File: config.mk
export PLATFORM = sky130hd
export DESIGN_NAME = cla16_shared_sequencer
export DESIGN_NICKNAME = d
export VERILOG_FILES = /design/src/rtl/cla16_shared_sequencer.sv
export SDC_FILE = /design/constraint.sdc
export NUM_CORES = 1
export LEC_CHECK = 0
export CAP_MARGIN = 15
export CORE_MARGIN = 2
export CORE_UTILIZATION = 30
export CTS_BUF_LIST = sky130_fd_sc_hd__clkbuf_8
export DETAILED_ROUTE_END_ITERATION = 10
export GPL_TIMING_DRIVEN = 0
export MAX_ROUTING_LAYER = met4
export PLACE_DENSITY_LB_ADDON = 0.1
export REMOVE_ABC_BUFFERS = 1
export SETUP_SLACK_MARGIN = 0.2
export SLEW_MARGIN = 20
export SYNTH_ARGS = -nofsm -noshare
export SYNTH_HDL_FRONTEND = slang
export SYNTH_SLANG_ARGS = --single-unit
File: constraint.sdc
create_clock -name clk -period 8.6 [get_ports clk]
set_clock_uncertainty 0.1 [all_clocks]
set_input_delay 2.58 -clock clk [delete_from_list [all_inputs] [get_ports clk]]
set_output_delay 2.58 -clock clk [all_outputs]
set_load 0.02 [all_outputs]
File: src/rtl/cla16_shared_sequencer.sv
// ---------------------------------------------------------------------------
// cla16_shared_sequencer
//   Shares a single 16-bit lookahead adder between two requesters. Each
//   request is a 16*WORDS-bit add executed one 16-bit slice per cycle, LSB
//   slice first, with the slice carry registered between cycles.
//   Arbitration is round-robin; operands are captured on the grant edge.
//
//   Optional feature: define CLA16_SEQ_OVF_EN to add the 'ovf' output
//   (two's-complement signed overflow of the wide add).
//
// Ports
//   clk              clock, rising edge
//   rst              asynchronous reset, active-high
//   req0/req1        request, held until the matching grant
//   a0,b0,cin0       requester 0 operands (sampled on the gnt0 edge)
//   a1,b1,cin1       requester 1 operands (sampled on the gnt1 edge)
//   gnt0/gnt1        1-cycle grant, combinational in IDLE
//   busy             high while running or presenting the result
//   done             1-cycle pulse: sum/cout/done_id (and ovf) are valid
//   done_id          requester owning the result
//   sum              registered wide sum, held until the next op overwrites it
//   cout             carry out of the MSB slice
//   ovf              (CLA16_SEQ_OVF_EN only) signed overflow, held like sum
//
// Also contains CLA_16bit_withLCU: 4x4-bit carry-lookahead groups joined by
// a lookahead carry unit.
// ---------------------------------------------------------------------------
module cla16_shared_sequencer #(
  parameter int WORDS = 4
) (
  input  logic                  clk,
  input  logic                  rst,
  input  logic                  req0,
  input  logic [16*WORDS-1:0]   a0,
  input  logic [16*WORDS-1:0]   b0,
  input  logic                  cin0,
  output logic                  gnt0,
  input  logic                  req1,
  input  logic [16*WORDS-1:0]   a1,
  input  logic [16*WORDS-1:0]   b1,
  input  logic                  cin1,
  output logic                  gnt1,
  output logic                  busy,
  output logic                  done,
  output logic                  done_id,
  output logic [16*WORDS-1:0]   sum,
`ifdef CLA16_SEQ_OVF_EN
  output logic                  ovf,
`endif
  output logic                  cout
);

  localparam int W = 16 * WORDS;

  localparam logic [1:0] ST_IDLE = 2'd0;
  localparam logic [1:0] ST_RUN  = 2'd1;
  localparam logic [1:0] ST_DONE = 2'd2;

  localparam logic [2:0] K_LAST = 3'(WORDS - 1);

  logic [1:0]   state_q, state_d;
  logic [2:0]   k_q;
  logic         carry_q;
  logic         last_id_q;
  logic [W-1:0] a_q, b_q;
  logic [W-1:0] sum_q, sum_d;
  logic         cout_q;
  logic         done_q;
  logic         done_id_q;
`ifdef CLA16_SEQ_OVF_EN
  logic         ovf_q;
`endif

  logic [15:0]  a_sl, b_sl, slice_sum;
  logic         slice_cout;
  logic         grant;
  logic         last_slice;

  // Round-robin: on contention the requester that did not win last time
  // gets the grant. Grants are suppressed while reset is asserted.
  assign gnt0  = !rst && (state_q == ST_IDLE) && req0 && (!req1 || last_id_q);
  assign gnt1  = !rst && (state_q == ST_IDLE) && req1 && (!req0 || !last_id_q);
  assign grant = gnt0 || gnt1;

  assign last_slice = (k_q == K_LAST);

  // Select the current 16-bit slice of the captured operands.
  always_comb begin
    a_sl = '0;
    b_sl = '0;
    for (int i = 0; i < WORDS; i++) begin
      if (k_q == 3'(i)) begin
        a_sl = a_q[i*16 +: 16];
        b_sl = b_q[i*16 +: 16];
      end
    end
  end

  CLA_16bit_withLCU u_cla (
    .a_i    (a_sl),
    .b_i    (b_sl),
    .cin_i  (carry_q),
    .sum_o  (slice_sum),
    .cout_o (slice_cout)
  );

  // Only the slice addressed by k is rewritten during RUN; others hold.
  generate
    for (genvar gi = 0; gi < WORDS; gi++) begin : g_sum_slice
      assign sum_d[gi*16 +: 16] = ((state_q == ST_RUN) && (k_q == 3'(gi)))
                                  ? slice_sum : sum_q[gi*16 +: 16];
    end
  endgenerate

  always_comb begin
    state_d = state_q;
    case (state_q)
      ST_IDLE: if (grant) state_d = ST_RUN;
      ST_RUN:  if (last_slice) state_d = ST_DONE;
      ST_DONE: state_d = ST_IDLE;
      default: state_d = ST_IDLE;
    endcase
  end

  always_ff @(posedge clk or posedge rst) begin
    if (rst) begin
      state_q   <= ST_IDLE;
      k_q       <= 3'd0;
      carry_q   <= 1'b0;
      last_id_q <= 1'b1;
      a_q       <= '0;
      b_q       <= '0;
      sum_q     <= '0;
      cout_q    <= 1'b0;
      done_q    <= 1'b0;
      done_id_q <= 1'b0;
`ifdef CLA16_SEQ_OVF_EN
      ovf_q     <= 1'b0;
`endif
    end else begin
      state_q <= state_d;
      sum_q   <= sum_d;
      done_q  <= 1'b0;
      case (state_q)
        ST_IDLE: begin
          if (grant) begin
            a_q       <= gnt0 ? a0 : a1;
            b_q       <= gnt0 ? b0 : b1;
            carry_q   <= gnt0 ? cin0 : cin1;
            k_q       <= 3'd0;
            last_id_q <= gnt1;
          end
        end
        ST_RUN: begin
          carry_q <= slice_cout;
          if (last_slice) begin
            cout_q    <= slice_cout;
            done_q    <= 1'b1;
            done_id_q <= last_id_q;
`ifdef CLA16_SEQ_OVF_EN
            // Same-sign operands producing a different-sign result.
            ovf_q     <= (a_sl[15] == b_sl[15]) && (slice_sum[15] != a_sl[15]);
`endif
          end else begin
            k_q <= k_q + 3'd1;
          end
        end
        default: ;
      endcase
    end
  end

  assign busy    = (state_q == ST_RUN) || (state_q == ST_DONE);
  assign done    = done_q;
  assign done_id = done_id_q;
  assign sum     = sum_q;
  assign cout    = cout_q;
`ifdef CLA16_SEQ_OVF_EN
  assign ovf     = ovf_q;
`endif

endmodule

// ---------------------------------------------------------------------------
// CLA_16bit_withLCU
//   16-bit carry-lookahead adder: four 4-bit lookahead groups, group
//   propagate/generate combined in a second-level lookahead carry unit.
// Ports
//   a_i, b_i   16-bit operands
//   cin_i      carry in
//   sum_o      16-bit sum
//   cout_o     carry out
// ---------------------------------------------------------------------------
module CLA_16bit_withLCU (
  input  logic [15:0] a_i,
  input  logic [15:0] b_i,
  input  logic        cin_i,
  output logic [15:0] sum_o,
  output logic        cout_o
);

  logic [15:0] p, g, c;
  logic [3:0]  gp, gg;
  logic [4:0]  gc;

  assign p = a_i ^ b_i;
  assign g = a_i & b_i;

  generate
    for (genvar gi = 0; gi < 4; gi++) begin : g_group
      assign gp[gi] = &p[4*gi +: 4];
      assign gg[gi] = g[4*gi+3]
                    | (p[4*gi+3] & g[4*gi+2])
                    | (p[4*gi+3] & p[4*gi+2] & g[4*gi+1])
                    | (p[4*gi+3] & p[4*gi+2] & p[4*gi+1] & g[4*gi]);
      // Bit carries inside the group, all derived from the group carry-in.
      assign c[4*gi]   = gc[gi];
      assign c[4*gi+1] = g[4*gi] | (p[4*gi] & gc[gi]);
      assign c[4*gi+2] = g[4*gi+1] | (p[4*gi+1] & g[4*gi])
                       | (p[4*gi+1] & p[4*gi] & gc[gi]);
      assign c[4*gi+3] = g[4*gi+2] | (p[4*gi+2] & g[4*gi+1])
                       | (p[4*gi+2] & p[4*gi+1] & g[4*gi])
                       | (p[4*gi+2] & p[4*gi+1] & p[4*gi] & gc[gi]);
    end
  endgenerate

  // Lookahead carry unit over the four groups.
  assign gc[0] = cin_i;
  assign gc[1] = gg[0] | (gp[0] & cin_i);
  assign gc[2] = gg[1] | (gp[1] & gg[0]) | (gp[1] & gp[0] & cin_i);
  assign gc[3] = gg[2] | (gp[2] & gg[1]) | (gp[2] & gp[1] & gg[0])
               | (gp[2] & gp[1] & gp[0] & cin_i);
  assign gc[4] = gg[3] | (gp[3] & gg[2]) | (gp[3] & gp[2] & gg[1])
               | (gp[3] & gp[2] & gp[1] & gg[0])
               | (gp[3] & gp[2] & gp[1] & gp[0] & cin_i);

  assign sum_o  = p ^ c;
  assign cout_o = gc[4];

endmodule

==> impl_results.md <==
- Cell Area, Placed: 14200 µm²
- Routed length per instance: 17.5 µm
- Pre-antenna DRT Iters: 5
- DP HPWL: 25.1 mm
- Starting density of the core: 0.306
- Max VDD drop: 0.196 mV
- CTS tree: done
- GPL Wtd Cong: 0.746
- Total power: 6.48 mW
- Worst-Margin Slew: 1.02 ns
- Postcts setup bufs: 0
- Vias: 9786
- GR Overflow Total: 0
- FMAX: 124 MHz
- Worst Setup End Kind: primary output
- CP required: 5.92 ns
- Psw: 2.96 mW
- Number of I/O port buffers: 331
- Comb pwr share: 0.592
- Number of global-route vias before repair: 9813
- Static leakage: 6.43 nW
- Final nets: 1820
- Post-synth top area cell: dfrtp_1
- Clk slew on worst S/H paths: 0.06 ns
- Post-layout min period: 8.04 ns
- RSZ-0062 raised after global routing: false
- Post-synth EDFFs: 0
- PwrDens: 431 nW/µm²
- Antenna Nets Post-Route: 0
- Register bit total from synthesis: 202
- Worst setup SP type: input pin
- Fin crit share: 0.935
- Clock Tree Buf Depth: 3
- Non-filler cells, final: 2009
- Area share of the largest cell type after synthesis: 0.489
- Yosys warning count: 0
- Post-synth top flop: dfrtp_1
- Fraction of registers with async set/reset: 1.00
- Synthesized area: 10300 µm²
- Hold buffer count at CTS: 0
- Die Y-Extent: 189 µm
- Slew Viols, Final: 0
- Finished Cell Area: 15000 µm²
- Top-count cell post-synth: nand2_1
- Synth area leaders: dfrtp_1 (49%), nand2_1 (13%), a31oi_1 (7.8%)
- Largest net degree at the start of global routing: 99
- CTS H-tree lvls: 2
- Die X: 189 µm
- Hold WC Path Type: reg -> reg
- Yosys cell types: 58
- Synth cell count leaders: nand2_1 (347), dfrtp_1 (201), nor2_1 (152), a31oi_1 (129), o21ai_0 (112)
- Post-synthesis area per instance: 8.34 µm²
- Clock tree sinks: 202
- First-pass GRT wire length: 55.2 mm
- CP Max Fanout: 52
- DRC Markers: 0
- Vias per cell: 4.87
- Rel. slew slack: 0.317
- Initial DRC Count: 461
- Clock group share of total power: 0.147
- Placed cells: 1938
- Final setup fails: 0
- Initial antenna violation count: 2
- Outcome: finished clean
- Worst EP arrival: 5.36 ns
- Total wire length: 35.1 mm
- IO Pins: 332
- Power Internal: 3.53 mW
- Area Growth Syn to Fin: 46.1%
- CTS buffer count: 39
- Die Area: 35800 µm²
- Clock Tree Root: clkbuf_8
- Sw Share: 0.456
- Layout cells sized above 1: 0.0700
- Seq/Total Area, Yosys: 0.491
- Post-CTS sizing: 0
- Final hold vios: 0
- WS Path Type: in -> out
- Max_cap viols: 0
- Register share of total power: 0.260
- Worst-Skew Late Latency: 0.53 ns
- # rows: 67
- GRT Util Overall: 0.201
- Core box area: 33600 µm²
- Post-Syn Instances: 1233
stage by stage:
step / hold slack, ns / worst slack (ns) / setup TNS, ns / util
3_3_place_gp: 0.362 / -8.23 / -1353.63 / 0.410
6_report: 0.376 / 0.560 / 0 / 0.447
5_1_grt: 0.403 / 0.340 / 0 / 0.447
4_1_cts: 0.384 / 0.523 / 0 / 0.447
2_1_floorplan: 0.392 / -2.00 / -5.44 / -
3_5_place_dp: 0.370 / 0.533 / 0 / 0.424
layout by cell type (no fill, tap or decap), drive strengths merged, types with 2 or more instances in the layout:
master / n
diode: 3
nor4: 2
o41ai: 2
clkdlybuf4s50: 331
o21ai: 113
nor2b: 4
inv: 35
a31oi: 130
nor3: 8
o221ai: 5
or3: 3
a221o: 27
clkinv: 6
nand2: 347
and2: 2
a221oi: 6
or2: 3
nand3: 10
xor2: 4
o21a: 5
dfrtp: 201
clkbuf: 51
fa: 4
a21oi: 26
ha: 23
xnor2: 5
a21o: 4
buf: 18
nor2: 152
mux2: 6
nor3b: 3
area by class of cell:
cell class	instances	area, µm²
Clock buffer	51	702
Tap cell	448	561
Fill cell	3418	18600
Inverter	25	106
Multi-Input combinational cell	914	4820
Antenna cell	3	7.51
Sequential cell	202	5060
Clock inverter	17	78.8
Timing Repair Buffer	349	3710
layer usage:
metal / wire length (µm) / GRT usage / up-vias
li1: - / - / 4865
met1: 16400 / 0.268 / 4595
met2: 15900 / 0.313 / 268
met3: 2080 / 0.0428 / 58
met4: 633 / 0.0514 / 0
met5: 0 / - / -
cells by family after synthesis:
logic type	share of synthesized area
buffers and inverters	0.0463
multiplexers	0.00754
AND/OR/NAND/NOR	0.208
adder cells (fa/ha/maj)	0.0358
AO/OA/AOI/OAI	0.204
flip-flops	0.491
XOR/XNOR	0.00766
state kept, by name, indices dropped and copies added, names as in the netlist:
name and count:
a_q 64, b_q 64, sum 64, k_q 3
state_q 2, carry_q 1, cout 1, done 1
done_id 1, last_id_q 1
worst paths after layout:
check,from,to,slack [ns],cells past startpoint
min in group asynchronous,rst,sum[18],2.40,2
hold reg to reg,sum[6],sum[6],0.38,2
setup / recovery,rst,gnt1,0.56,5
hold / removal,sum[6],sum[6],0.38,2
max in group asynchronous,rst,a_q[41],5.23,3
setup reg to reg,k_q[1],sum[61],3.83,16
critical path, stage by stage:
cell and delay, ns:
clkdlybuf4s50_1 0.56, nor2_1 0.31, nand3_4 0.57, inv_6 0.61, clkdlybuf4s50_1 0.70
power groups by stage:
stage	clock network [mW]	registers (mW)	logic [mW]
detailed placement	0	1.71	3.89
floorplan	0	1.82	2.26
finish	0.954	1.69	3.84
global placement	0	1.70	3.82
global route	1.03	1.75	4.31
CTS	0.989	1.69	3.91
No activity file was read; power rests on OpenSTA's default activity.
